[src/rtl/serial_adder.sv]
// Bit-serial adder: one full-adder cell, LSB first, WIDTH cycles per add.
// Optional macro SERIAL_ADDER_OVF_EN adds the signed-overflow output ovf.
module serial_adder #(
    parameter int WIDTH = 8
) (
    input  logic             clk,
    input  logic             rst_n,
    input  logic             start,
    input  logic [WIDTH-1:0] a,
    input  logic [WIDTH-1:0] b,
    input  logic             cin,
    output logic             busy,
    output logic             done,
    output logic [WIDTH-1:0] sum,
`ifdef SERIAL_ADDER_OVF_EN
    output logic             cout,
    output logic             ovf
`else
    output logic             cout
`endif
);

    localparam int CNT_W = (WIDTH > 1) ? $clog2(WIDTH) : 1;
    localparam logic [CNT_W-1:0] LAST_BIT = CNT_W'(WIDTH - 1);

    typedef enum logic [1:0] {
        S_IDLE,
        S_RUN,
        S_DONE
    } state_t;

    state_t             r_state;
    logic [WIDTH-1:0]   r_a_sr;
    logic [WIDTH-1:0]   r_b_sr;
    logic [WIDTH-1:0]   r_sum;
    logic [CNT_W-1:0]   r_cnt;
    logic               r_carry;
    logic               r_cout;
    logic               r_busy;
    logic               r_done;
`ifdef SERIAL_ADDER_OVF_EN
    logic               r_ovf;
`endif

    logic w_fa_sum;
    logic w_fa_carry;

    // The single full-adder cell
    assign w_fa_sum   = r_a_sr[0] ^ r_b_sr[0] ^ r_carry;
    assign w_fa_carry = (r_a_sr[0] & r_b_sr[0]) | (r_carry & (r_a_sr[0] ^ r_b_sr[0]));

    always_ff @(posedge clk or negedge rst_n) begin
        if (!rst_n) begin
            r_state <= S_IDLE;
            r_a_sr  <= '0;
            r_b_sr  <= '0;
            r_sum   <= '0;
            r_cnt   <= '0;
            r_carry <= 1'b0;
            r_cout  <= 1'b0;
            r_busy  <= 1'b0;
            r_done  <= 1'b0;
`ifdef SERIAL_ADDER_OVF_EN
            r_ovf   <= 1'b0;
`endif
        end else begin
            r_done <= 1'b0;
            case (r_state)
                // DONE accepts start exactly like IDLE so adds can run back to back
                S_IDLE, S_DONE: begin
                    if (start) begin
                        r_a_sr  <= a;
                        r_b_sr  <= b;
                        r_carry <= cin;
                        r_cnt   <= '0;
                        r_busy  <= 1'b1;
                        r_state <= S_RUN;
                    end else begin
                        r_state <= S_IDLE;
                    end
                end
                S_RUN: begin
                    r_sum   <= {w_fa_sum, r_sum[WIDTH-1:1]};
                    r_carry <= w_fa_carry;
                    r_a_sr  <= {1'b0, r_a_sr[WIDTH-1:1]};
                    r_b_sr  <= {1'b0, r_b_sr[WIDTH-1:1]};
                    if (r_cnt == LAST_BIT) begin
                        // r_carry here is the carry into the MSB
                        r_cout  <= w_fa_carry;
`ifdef SERIAL_ADDER_OVF_EN
                        r_ovf   <= r_carry ^ w_fa_carry;
`endif
                        r_busy  <= 1'b0;
                        r_done  <= 1'b1;
                        r_state <= S_DONE;
                    end else begin
                        r_cnt <= r_cnt + 1'b1;
                    end
                end
                default: begin
                    r_busy  <= 1'b0;
                    r_state <= S_IDLE;
                end
            endcase
        end
    end

    assign busy = r_busy;
    assign done = r_done;
    assign sum  = r_sum;
    assign cout = r_cout;
`ifdef SERIAL_ADDER_OVF_EN
    assign ovf  = r_ovf;
`endif

endmodule

[config.mk]
export PLATFORM = sky130hd
export DESIGN_NAME = serial_adder
export DESIGN_NICKNAME = d
export VERILOG_FILES = /design/src/rtl/serial_adder.sv
export SDC_FILE = /design/constraint.sdc
export NUM_CORES = 1
export LEC_CHECK = 0
export ABC_AREA = 0
export BUFFER_PORTS_ARGS = -buffer_cell sky130_fd_sc_hd__buf_2
export CELL_PAD_IN_SITES_DETAIL_PLACEMENT = 0
export CELL_PAD_IN_SITES_GLOBAL_PLACEMENT = 1
export CORE_AREA = 2 2 66 68
export DETAILED_ROUTE_END_ITERATION = 10
export DIE_AREA = 0 0 68 70
export PLACE_DENSITY_LB_ADDON = 0.1
export SLEW_MARGIN = 20
export SYNTH_ARGS = -nofsm -noshare
export SYNTH_HDL_FRONTEND = slang
export SYNTH_SLANG_ARGS = --single-unit
[constraint.sdc]
create_clock -name clk -period 1.76 [get_ports clk]
set_clock_uncertainty 0.15 [all_clocks]
set_input_delay 0 -clock clk [delete_from_list [all_inputs] [get_ports clk]]
set_output_delay 0 -clock clk [all_outputs]
set_load 0.01 [all_outputs]
# After elaboration in Yosys (flattened, before gate mapping)
# Cells that the tools add are included.
# W data, S select, Z words.
[op_classes]
addsub = 1
n_eq_ne = 6
n_mux = 17
n_bitwise = 5
n_reduce_logical = 7
[ops]
columns = ["op", "count"]
rows = [
  ["$pmux W8 S2", 2],
  ["$mux W8", 2],
  ["$mux W1", 6],
  ["$mux W3", 2],
  ["$ne A2 B2 Y1 const B", 3],
  ["$pmux W3 S2", 1],
  ["$reduce_and A2 Y1", 3],
  ["$pmux W1 S2", 2],
  ["$pmux W2 S2", 1],
  ["$add A3 B1 Y3 const B", 1],
  ["$eq A3 B3 Y1 const B", 1],
  ["$reduce_and A3 Y1", 1],
  ["$and A1 B1 Y1", 2],
  ["$eq A2 B1 Y1 const B", 1],
  ["$eq A2 B2 Y1 const B", 1],
  ["$logic_not A2 Y1", 1],
  ["$mux W2", 1],
  ["$reduce_bool A2 Y1", 1],
  ["$reduce_or A2 Y1", 1],
  ["$xor A1 B1 Y1", 2],
  ["$or A1 B1 Y1", 1],
]
[totals]
reg_bits = 33
in_bits = 20
out_inout_bits = 11
word_cells = 45

# Logic depth before layout (Yosys ltp)
[logic_depth]
ltp_word = 4
mapped_depth = 5
mapped_depth_nobuf = 5

# Worst setup path after synthesis
# Ideal clock, no wire load.
[synth_path]
kind = "flip-flop to flip-flop"
start = "reg r_cnt[0]"
end = "reg r_cnt[0]"
setup_ns = 0.125
arrival_ns = 1.266
required_time_ns = 1.485
path_slack_ns = 0.219
stages_incl_launch_ff = 6
n_path_buf = 0
synth_period_minus_slack_ns = 1.541
cell_sequence = "dfrtp_1 ha_1 ha_1 or2_2 a21oi_2 mux2i_1"
[synth_via]
elab_chain_cells = 3
word_cells_on_any_way = 6
classes_between = "add/sub: 1; eq/ne: 2; mux: 2; reduce/logical: 1"
[synth_lines]
columns = ["element", "line_no", "source"]
rows = [
  ["start, declared", "36", "logic [CNT_W-1:0] r_cnt;"],
  ["start signal, assigned", "97", "r_cnt <= r_cnt + 1'b1;"],
  ["$add A3 B1 Y3 / $eq A3 B3 Y1 (equally long branches)", "97, 87", ""],
  ["$mux W3 / $ne A2 B2 Y1 (equally long branches)", "--", ""],
  ["$pmux W3 S2 / $reduce_and A3 Y1 (equally long branches)", "--", ""],
]
# Parallel ways exist; a longest one is shown, timed or not. The select of a mux whose other input is x is not followed.
# A chain may end at the register's enable or synchronous reset.

# Final worst setup path
# Ends and elaborated chain as after synthesis.

==> results_dict.tcl <==
set metrics [dict create \
    clk_latency_ns 0.28 \
    ir_worst_vdd_uv 545 \
    final_common_cell "dfrtp_1" \
    rows 24 \
    hold_path.class "in -> reg" \
    cpMostUsedCell "ha_1" \
    utilization_pct 49.9 \
    layout-drive-gt1-share_pct 27.7 \
    first_global_vias 1253 \
    routabilityCongestion 0.694 \
    fin_hold_ws_ns 0.119 \
    worst-path-max-fanout 3 \
    fin_nets 214 \
    gr-usage-all-layers_pct 15.7 \
    finalCritPeriodShare_pct 94.2 \
    hpwl_um 2200 \
    post_cts_buffers 0 \
    h-tree-depth 2 \
    drc_errors 0 \
    synth_area_leaders "dfrtp_1 51%, mux2i_1 9.3%, a211oi_1 5.6%, mux2_4 5.6%, a21oi_1 4.6%" \
    path_clk_slew_ns 0.07 \
    seq_area_frac_synth_pct 51.0 \
    die_area_mm2 0.00476 \
    crit_path_cell_trace "ha_1, ha_1, or2_2, a21oi_2, mux2i_1" \
    tightest_slew_ns 0.735 \
    syn_area_per_cell_um2 11.5 \
    grt_pass1_wl_um 5580 \
    crit_type "reg -> reg" \
    yosysTopAreaCellShare_pct 51.0 \
    antenna_found_initial 0 \
    io_pins 31 \
    syn_to_final_growth_pct 27.9 \
    fmax_ghz 0.603 \
    clock_path_buffers 2 \
    die_width_um 68 \
    synth_cell_types 23 \
    drt_iter0_drc 36 \
    post_dp_cell_area_mm2 0.00180 \
    reg2reg_slack_ns 0.10 \
    cts_sinks 33 \
    die_h_um 70 \
    leakagePower_nw 0.933 \
    critPathBufInv 0 \
    drv_cap 0 \
    cts_tree "built" \
    cts-root-buf "clkbuf_8" \
    arrival_ns 1.67 \
    cp-end-kind "flip-flop" \
    critPathTopFamily "adder cells" \
    ff2ff_path_depth 5 \
    fin_area_mm2 0.00207 \
    finalSetupTns_ns 0 \
    wl_um 3280 \
    ant_nets 0 \
    seqCellArea_um2 826 \
    cp_slowest_cell "dfrtp_1" \
    rr_startpoint "r_cnt[0]" \
    yosysWarnings 0 \
    synth_nets 164 \
    grt.overflow.total 0 \
    maxSlewViolCount 0 \
    start_kind "flip-flop" \
    multi_input_area_um2 709 \
    nFillCells 386 \
    num_vias 1222 \
    timing.rr.end "r_cnt[0]" \
    cts_resized 0 \
    finalSetupViolations 0 \
    coreArea_mm2 0.00414 \
    max-slew-margin-rel_pct 51.0 \
    powerDensity_mw_per_mm2 1600 \
    start_util_pct 39.0 \
    cp-startpoint "r_cnt[0]" \
    mostFrequentLayoutCells "33 x dfrtp_1, 30 x buf_2, 18 x dlygate4sd3_1, 15 x mux2i_1, 15 x a21oi_1" \
    required_ns 1.77 \
    cts_inserted_buffers 5 \
    n_antenna_cell 0 \
    finalHoldViolCount 0 \
    path_depth 5 \
    port_buffers 30 \
    cpPeakStageDelay_ns 0.40 \
    netlist_area_mm2 0.00162 \
    ctsHoldBuffers 18 \
    drt_pass1_iterations 2 \
    ys_ff_latch 33 \
    crit_end "r_cnt[0]" \
    grt_max_degree 34 \
    post-route-min-period_ns 1.66 \
    syn_inst 141 \
    grt_setup_unrepaired "false" \
    via_per_inst 5.03 \
    wl_per_cell_um 13.5 \
    status "complete, no violations" \
    synth_largest_area_cell "dfrtp_1" \
]
[cell type report]
class	instances	share of cell area, %
Clock buffer	7	4.17
Inverter	4	0.726
Sequential cell	33	39.9
Timing Repair Buffer	53	17.8
Tap cell	52	3.14
Multi-Input combinational cell	94	34.3
[cell families (layout without fill, tap and decap cells)]
group,after synthesis,after routing,share of synthesized area [%]
DFF,33,33,51.0
AOI/OAI and AO/OA,35,35,13.3
muxes,24,24,16.9
and+or+nand+nor,32,32,10.8
buffers and inverters,14,64,5.10
adders and majority gates,3,3,2.78
[registers in the layout, indices dropped and copies added, names as in the netlist]
register / count
cout: 1
r_b_sr: 8
r_a_sr: 8
r_state: 2
busy: 1
done: 1
r_carry: 1
r_cnt: 3
sum: 8
[synthesized netlist by cell type]
cell and number:
a211oi_1 12, a21oi_1 15, inv_1 4, a21o_1 1, ha_1 2, o22ai_1 3
o21ai_0 3, nor2_1 5, nor2b_1 12, mux2i_1 15, buf_4 2, or2_2 1
dfrtp_1 33, fa_1 1, a21oi_2 1, mux2_2 3, nand2_1 4, nand3_1 8
nand2b_1 1, nand2b_4 1, mux2_4 6, buf_6 2, buf_2 6
[how the worst min path moves through the flow]
stage          start      to  slack (ns)  depth (start not counted)
2_1_floorplan  rst_n    busy       -0.45                          0
3_3_place_gp   rst_n  sum[1]       -0.04                          1
3_5_place_dp   rst_n  sum[0]       -0.04                          1
4_1_cts        start    busy        0.12                          3
5_1_grt        start    busy        0.17                          3
6_report       start    busy        0.12                          3
[where the power goes]
| group | leakage, nW | switching, W | internal (W) |
|---|---|---|---|
| clock network | 0.0443 | 0.000256 | 0.000310 |
| registers | 0.397 | 0.000254 | 0.00112 |
| logic | 0.491 | 0.000621 | 0.000746 |
| total | 0.933 | 0.00113 | 0.00218 |
[metal layers]
metal / routed length, um / global-route usage, % / vias to the layer above / share of wire, %
li1: - / - / 600 / -
met1: 1490 / 19.6 / 586 / 45
met2: 1570 / 25.0 / 29 / 48
met3: 170 / 5.31 / 7 / 5.2
met4: 47 / 5.33 / 0 / 1.4
met5: 0 / 0 / - / 0
[through the flow]
stage | instances | worst slack (ns) | power (W)
2_1_floorplan | 141 | 0.219 | 0.00238
3_3_place_gp | 218 | 0.178 | 0.00268
3_5_place_dp | 218 | 0.104 | 0.00275
4_1_cts | 243 | 0.0872 | 0.00336
5_1_grt | 243 | 0.0339 | 0.00361
6_report | 243 | 0.103 | 0.00331
[worst register-to-register path: cells and delay by family, from the launching register on]
family                   cells  cell delay, ns
AND/OR/NAND/NOR              1            0.32
multiplexers                 1            0.09
adder cells (fa/ha/maj)      2            0.42
AO/OA/AOI/OAI                1            0.17
flip-flops                   1            0.40
(Power assumes the default switching activity.)
